===== src/rtl/cache_fill_fsm.sv =====
// Block-fill miss handler in front of memory4c: 8 pipelined word reads per miss.
// Define CRITICAL_WORD_FIRST_EN for wrapped word order and a crit_valid output.
module cache_fill_fsm #(
    parameter int ADDR_WIDTH      = 16,
    parameter int WORDS_PER_BLOCK = 8
) (
    input  logic                  clk,
    input  logic                  rst_n,
    input  logic                  miss_detected,
    input  logic [ADDR_WIDTH-1:0] miss_address,
    input  logic [15:0]           memory_data,
    input  logic                  memory_data_valid,
    output logic                  fsm_busy,
    output logic                  mem_en,
    output logic                  mem_wr,
    output logic [ADDR_WIDTH-1:0] mem_addr,
    output logic                  write_data_array,
    output logic                  write_tag_array,
    output logic [ADDR_WIDTH-1:0] fill_addr,
    output logic [15:0]           fill_data
`ifdef CRITICAL_WORD_FIRST_EN
    ,
    output logic                  crit_valid
`endif
);

    localparam int IDX_W = $clog2(WORDS_PER_BLOCK);
    localparam int OFF_W = IDX_W + 1;
    localparam int CNT_W = IDX_W + 1;
    localparam logic [CNT_W-1:0] FULL = CNT_W'(WORDS_PER_BLOCK);
    localparam logic [CNT_W-1:0] LAST = CNT_W'(WORDS_PER_BLOCK - 1);

    typedef enum logic {
        IDLE,
        FILL
    } state_t;

    state_t                state_q, state_d;
    logic [ADDR_WIDTH-1:0] base_q, base_d;
    logic [CNT_W-1:0]      issue_cnt_q, issue_cnt_d;
    logic [CNT_W-1:0]      recv_cnt_q, recv_cnt_d;
    logic [IDX_W-1:0]      issue_word, recv_word;
    logic [ADDR_WIDTH-1:0] issue_addr, recv_addr;
    logic [ADDR_WIDTH-1:0] miss_base;

    assign miss_base = {miss_address[ADDR_WIDTH-1:OFF_W], {OFF_W{1'b0}}};

`ifdef CRITICAL_WORD_FIRST_EN
    logic [IDX_W-1:0] start_q, start_d;
    logic             unused_lo;

    assign unused_lo = miss_address[0];
    // IDX_W-bit sum wraps the word index around the block
    assign issue_word = start_q + issue_cnt_q[IDX_W-1:0];
    assign recv_word  = start_q + recv_cnt_q[IDX_W-1:0];
`else
    logic [OFF_W-1:0] unused_lo;

    assign unused_lo  = miss_address[OFF_W-1:0];
    assign issue_word = issue_cnt_q[IDX_W-1:0];
    assign recv_word  = recv_cnt_q[IDX_W-1:0];
`endif

    assign issue_addr = base_q + ADDR_WIDTH'({issue_word, 1'b0});
    assign recv_addr  = base_q + ADDR_WIDTH'({recv_word, 1'b0});
    assign mem_wr     = 1'b0;

    always_ff @(posedge clk or negedge rst_n) begin
        if (!rst_n) begin
            state_q     <= IDLE;
            base_q      <= '0;
            issue_cnt_q <= '0;
            recv_cnt_q  <= '0;
`ifdef CRITICAL_WORD_FIRST_EN
            start_q     <= '0;
`endif
        end else begin
            state_q     <= state_d;
            base_q      <= base_d;
            issue_cnt_q <= issue_cnt_d;
            recv_cnt_q  <= recv_cnt_d;
`ifdef CRITICAL_WORD_FIRST_EN
            start_q     <= start_d;
`endif
        end
    end

    always_comb begin
        state_d          = state_q;
        base_d           = base_q;
        issue_cnt_d      = issue_cnt_q;
        recv_cnt_d       = recv_cnt_q;
        fsm_busy         = 1'b0;
        mem_en           = 1'b0;
        mem_addr         = '0;
        write_data_array = 1'b0;
        write_tag_array  = 1'b0;
        fill_addr        = '0;
        fill_data        = '0;
`ifdef CRITICAL_WORD_FIRST_EN
        start_d          = start_q;
        crit_valid       = 1'b0;
`endif
        unique case (state_q)
            IDLE: begin
                if (miss_detected) begin
                    state_d     = FILL;
                    base_d      = miss_base;
                    issue_cnt_d = '0;
                    recv_cnt_d  = '0;
`ifdef CRITICAL_WORD_FIRST_EN
                    start_d     = miss_address[OFF_W-1:1];
`endif
                end
            end
            FILL: begin
                fsm_busy = 1'b1;
                if (issue_cnt_q < FULL) begin
                    mem_en      = 1'b1;
                    mem_addr    = issue_addr;
                    issue_cnt_d = issue_cnt_q + CNT_W'(1);
                end
                if (memory_data_valid) begin
                    write_data_array = 1'b1;
                    fill_addr        = recv_addr;
                    fill_data        = memory_data;
                    recv_cnt_d       = recv_cnt_q + CNT_W'(1);
`ifdef CRITICAL_WORD_FIRST_EN
                    crit_valid       = (recv_cnt_q == '0);
`endif
                    // last word also commits the tag
                    if (recv_cnt_q == LAST) begin
                        write_tag_array = 1'b1;
                        state_d         = IDLE;
                    end
                end
            end
            default: state_d = IDLE;
        endcase
    end

endmodule


===== config.mk =====
export PLATFORM = sky130hd
export DESIGN_NAME = cache_fill_fsm
export DESIGN_NICKNAME = d
export VERILOG_FILES = /design/src/rtl/cache_fill_fsm.sv
export SDC_FILE = /design/constraint.sdc
export NUM_CORES = 1
export LEC_CHECK = 0
export CAP_MARGIN = 20
export CORE_MARGIN = 5
export CORE_UTILIZATION = 37
export CTS_CLUSTER_DIAMETER = 80
export DETAILED_ROUTE_END_ITERATION = 8
export GPL_TIMING_DRIVEN = 1
export PLACE_DENSITY = 0.82
export SLEW_MARGIN = 5
export SYNTH_ARGS = -nofsm -noshare
export SYNTH_HDL_FRONTEND = slang
export SYNTH_SLANG_ARGS = --single-unit

===== constraint.sdc =====
create_clock -name clk -period 3.1 [get_ports clk]
set_clock_uncertainty 0.05 [all_clocks]
set_input_delay 0.775 -clock clk [delete_from_list [all_inputs] [get_ports clk]]
set_output_delay 0.775 -clock clk [all_outputs]
set_load 0.005 [all_outputs]

==> results of run 1 <==
## Yosys cell counts (all sizes together)
| library cell | n | area [um2] |
|---|---|---|
| nand3b | 1 | 7.51 |
| a22o | 1 | 8.76 |
| nor3b | 1 | 7.51 |
| dfrtp | 21 | 526 |
| a21oi | 1 | 5.00 |
| nor2 | 5 | 18.8 |
| ha | 2 | 25.0 |
| xor2 | 1 | 8.76 |
| o21ai | 1 | 5.00 |
| nor2b | 2 | 20.0 |
| nand2 | 40 | 150 |
| a31oi | 1 | 6.26 |
| clkbuf | 6 | 22.5 |
| mux2 | 1 | 11.3 |
| conb | 1 | 3.75 |
| inv | 2 | 7.51 |
| mux2i | 2 | 20.0 |
| and3b | 1 | 10.0 |
| buf | 8 | 62.6 |
| and3 | 31 | 198 |
| nand3 | 3 | 15.0 |
| nand2b | 1 | 6.26 |
| a21o | 1 | 7.51 |
| and2 | 15 | 93.8 |
## cell families after synthesis
| kind of cell | count (synthesis) | share of synthesized area |
|---|---|---|
| buffers and inverters | 16 | 0.0743 |
| other | 1 | 0.00301 |
| muxes | 3 | 0.0251 |
| xor gates and xnor gates | 1 | 0.00703 |
| DFF | 21 | 0.422 |
| adders and majority gates | 2 | 0.0201 |
| and+or+nand+nor | 100 | 0.423 |
| AOI/OAI and AO/OA | 5 | 0.0261 |
## registers in the layout (all words and copies together) (netlist names)
name,flops
base_q,12
issue_cnt_q,4
state_q,1
recv_cnt_q,4
## layout by cell type (no fill, tap or decap), drive strengths merged
cell type,instances
a21o,1
a21oi,1
nand2,40
nand3,3
o21ai,1
and3b,1
conb,3
mux2,1
nand3b,1
a22o,1
clkbuf,4
xor2,1
nor2b,2
and2,15
nor3b,1
buf,6
nor2,5
clkdlybuf4s50,81
mux2i,2
ha,2
inv,2
a31oi,1
and3,31
nand2b,1
dfrtp,21
## stage by stage
step | instances | instance area (um2) | power (W) | util | setup WS (ns)
after floorplan | 151 | 1250 | 0.000830 | - | 1.10
after global routing | 274 | 2110 | 0.00146 | 0.637 | 0.0572
final | 274 | 2110 | 0.00134 | 0.637 | 0.0930
after CTS | 274 | 2110 | 0.00136 | 0.637 | 0.0933
after global placement | 270 | 2080 | 0.00121 | 0.629 | 0.107
after detailed placement | 270 | 2080 | 0.00123 | 0.629 | 0.0984
## worst paths after layout
path | end | depth (start not counted) | from | slack [ns]
setup / recovery | write_tag_array | 4 | memory_data_valid | 0.09
max in group asynchronous | recv_cnt_q[2]$_DFFE_PN0P_ | 2 | rst_n | 2.01
setup reg to reg | recv_cnt_q[0]$_DFFE_PN0P_ | 4 | state_q$_DFF_PN0_ | 1.50
hold / removal | recv_cnt_q[3]$_DFFE_PN0P_ | 1 | recv_cnt_q[3]$_DFFE_PN0P_ | 0.43
min in group asynchronous | base_q[7]$_DFFE_PN0P_ | 2 | rst_n | 0.77
hold reg to reg | recv_cnt_q[3]$_DFFE_PN0P_ | 1 | recv_cnt_q[3]$_DFFE_PN0P_ | 0.43
## metal layers
| layer | track usage | vias up | wire length (um) |
|---|---|---|---|
| li1 | - | 642 | - |
| met1 | 0.191 | 588 | 1450 |
| met2 | 0.278 | 27 | 1980 |
| met3 | 0.0296 | 2 | 158 |
| met4 | 0.0422 | 0 | 16 |
| met5 | 0 | - | 0 |
## power breakdown
group	leakage [nW]	internal, W	switching (W)
registers	0.255	0.000406	0.0000979
clock network	0.0150	0.0000500	0.0000786
logic	0.756	0.000445	0.000265
## layout make-up
type / instances / share of cell area
well taps: 46 / 0.0273
flip-flops and latches: 21 / 0.249
repair buffers: 87 / 0.406
clock buffers: 4 / 0.0125
inverters: 2 / 0.00356
multi-input cells: 114 / 0.301
==> results.yml, run 1 <==
outcome:
  outcome: "finished, final reports clean"
cts:
  hold_buffers: 0
  cts_tree: "built"
  clk_latency_ns: 0.29
  htreeDepth: 1
  clk_pin_slew_worst_paths_ns: 0.11
  cts_setup_buffers: 0
  post_cts_resize_count: 0
  cts_root_buffer: "clkbuf_4"
  clockBufferDepth: 2
  cts_sinks: 21
  cts_buffers: 3
sta:
  fmax_mhz: 333
  fin_setup_tns_ns: 0
  min_period_ns: 3.01
  hold_viol_final: 0
  fin_crit_sh: 0.970
  final_max_slew_viol_count: 0
  tightest_slew_ns: 0.611
  relSlewSlack: 0.593
  setup_viol: 0
  rsz0062_at_grt: "no"
  whs_ns: 0.425
pwr:
  ir_worst_vdd_mv: 0.360
  p_leak_nw: 1.03
  powerDensity_mw_per_mm2: 637
floorplan:
  die_y_um: 68.0
  die_area_mm2: 0.00463
  start_util: 0.376
  ioPinCount: 89
  die_w_um: 68.0
  rows: 21
  core_region_area_mm2: 0.00331
critical_path:
  arrival_ns: 2.18
  startpoint_type: "input pin"
  crit_required_ns: 2.27
  critical_path.top_delay_family: "buffers and inverters"
  crit_fanout: 3
  slowest_stage: "clkdlybuf4s50_1"
  path_common_cell: "clkdlybuf4s50_1"
  max_stage_delay_ns: 0.51
  critPathBufInv: 2
  cp-end-kind: "primary output"
  criticalPathCategory: "input pin to primary output"
  crit_chain: "clkdlybuf4s50_1 -> and3_2 -> and3b_2 -> clkdlybuf4s50_1"
worst_hold_path:
  worstHoldPathType: "register to register"
route:
  drt_iter0_markers: 26
  vias: 1259
  ant_nets: 0
  routedWlPerCell_um: 13.2
  drcViolationCount: 0
  vias_per_cell: 4.59
  firstDrtPassIters: 4
  finalWirelength_um: 3610
layout:
  nets: 267
  multi_input_area_um2: 636
  seq_area_um2: 526
  n_fill_cell: 292
  layout-drive-gt1-share: 0.0658
  diodes: 0
  area.growth.synth_to_final_pct: 69.2
yosys:
  netlist_area_mm2: 0.00125
  syn_avg_cell_area_um2: 8.36
  yosysSeqAreaShare: 0.422
  synth.distinct_cells: 28
  ys_ff_latch: 21
  ys_warn_count: 0
  syn_inst: 149
grt:
  grt_max_degree: 39
  grt.total_usage: 0.156
  grt_pass1_vias: 1164
  grt_pass1_wl_um: 5470
  gr-total-overflow: 0
  grt_antenna_before_repair: 0
placement:
  gp_congestion: 0.708
  port_buffers: 81
  dpl.hpwl_um: 2700
job:
  max-cap-violations: 0
Note: power is estimated with default switching activity, not from simulation.
==> run 2: changes to the inputs <==
CORE_UTILIZATION = 60   (was 37)
DONT_BUFFER_PORTS = 1   (was not set)
PLACE_DENSITY = 0.73   (was 0.82)
==> results.yml, run 2 (synthesis results as in run 1) <==
outcome:
  outcome: "finished, final reports clean"
pwr:
  ir_worst_vdd_mv: 0.434
  p_leak_nw: 0.706
  powerDensity_mw_per_mm2: 832
  power_w: 0.00103
layout:
  seq_area_um2: 526
  layout_common_cells: "nand2_1 (40), and3_1 (28), dfrtp_1 (21)"
  largest_reg_flops: 12
  multi_input_area_um2: 636
  n_fill_cell: 174
  stdcell_count: 170
  top_register: "base_q"
  nets: 182
  final_common_cell: "nand2_1"
  largestRegisters: "base_q x12, issue_cnt_q x4, recv_cnt_q x4"
  area.growth.synth_to_final_pct: -0.201
  diodes: 0
  layout-drive-gt1-share: 0.0769
sta:
  setup_viol: 0
  worst_slack_ns: 0.520
  final_max_slew_viol_count: 0
  hold_viol_final: 0
  rsz0062_at_grt: "no"
  relSlewSlack: 0.610
  fin_crit_sh: 0.832
  fin_setup_tns_ns: 0
  tightest_slew_ns: 0.585
  min_period_ns: 2.58
  fmax_mhz: 388
  whs_ns: 0.103
grt:
  grt_antenna_before_repair: 0
  gr-total-overflow: 0
  grt_pass1_vias: 983
  grt_pass1_wl_um: 4820
  grt_max_degree: 33
  grt.total_usage: 0.193
cts:
  cts_buffers: 3
  hold_buffers: 0
  post_cts_resize_count: 0
  htreeDepth: 1
  cts_root_buffer: "clkbuf_4"
  cts_setup_buffers: 0
  clockBufferDepth: 2
  cts_tree: "built"
  clk_pin_slew_worst_paths_ns: 0.11
  cts_sinks: 21
  clk_latency_ns: 0.30
critical_path:
  criticalPathCategory: "register to primary output"
  ff2ff_path_depth: 4
  crit_fanout: 19
  startpoint_type: "register"
  arrival_ns: 1.76
  crit_required_ns: 2.27
  cp-end-kind: "primary output"
worst_hold_path:
  worstHoldPathType: "input pin to asynchronous set/reset pin"
floorplan:
  ioPinCount: 89
  core_region_area_mm2: 0.00196
  die_w_um: 55.6
  start_util: 0.635
  rows: 16
  die_y_um: 55.6
  die_area_mm2: 0.00309
route:
  ant_nets: 0
  vias: 992
  drcViolationCount: 0
  finalWirelength_um: 3060
  firstDrtPassIters: 4
  vias_per_cell: 5.84
  routedWlPerCell_um: 18.0
  drt_iter0_markers: 23
placement:
  place_ws_ns: 0.887
  gp_congestion: 0.705
  port_buffers: 0
  dp.cells: 166
  dpl.hpwl_um: 2270
job:
  max-cap-violations: 0
## run 2: cell types whose count changed in the layout (fill, tap and decap cells not counted)
cell and change:
buf_4 -4, clkdlybuf4s50_1 -81
## run 2: power by group
part	total, W	leakage [nW]	internal [W]	switching (W)
Clock	0.000128	0.0150	0.0000501	0.0000782
Sequential	0.000521	0.255	0.000406	0.000115
Combinational	0.000385	0.437	0.000178	0.000207
## run 2: critical path, stage by stage (launching register included)
cell	delay (ns)
dfrtp_1	0.67
nor2b_1	0.37
buf_4	0.25
and2_1	0.17
## run 2: per-layer routing
metal | vias up | GRT usage | wire [um]
met1 | 467 | 0.217 | 1180
met5 | - | 0 | 0
li1 | 465 | - | -
met4 | 0 | 0.0313 | 7
met2 | 58 | 0.336 | 1550
met3 | 2 | 0.0905 | 315
## run 2: stage by stage
step,util,area [um2]
finish,0.634,1240
global route,0.634,1240
CTS,0.634,1240
detailed placement,0.621,1220
global placement,0.621,1220
floorplan,-,1250
## run 2: area by class of cell
| type | count | area share |
|---|---|---|
| tap | 27 | 0.0272 |
| clock buffer | 4 | 0.0211 |
| inverter | 2 | 0.00604 |
| timing repair buffer | 2 | 0.0121 |
| sequential | 21 | 0.423 |
| multi-input combinational | 114 | 0.511 |
## run 2: final timing paths
path | end | from | slack (ns)
worst max-delay path | mem_addr[11] | state_q$_DFF_PN0_ | 0.52
worst min-delay path | base_q[5]$_DFFE_PN0P_ | rst_n | 0.10
worst max register to register | issue_cnt_q[0]$_DFFE_PN0P_ | state_q$_DFF_PN0_ | 1.31
worst min register to register | recv_cnt_q[3]$_DFFE_PN0P_ | recv_cnt_q[3]$_DFFE_PN0P_ | 0.43
max in group asynchronous | base_q[12]$_DFFE_PN0P_ | rst_n | 2.82
min in group clk | recv_cnt_q[3]$_DFFE_PN0P_ | recv_cnt_q[3]$_DFFE_PN0P_ | 0.43
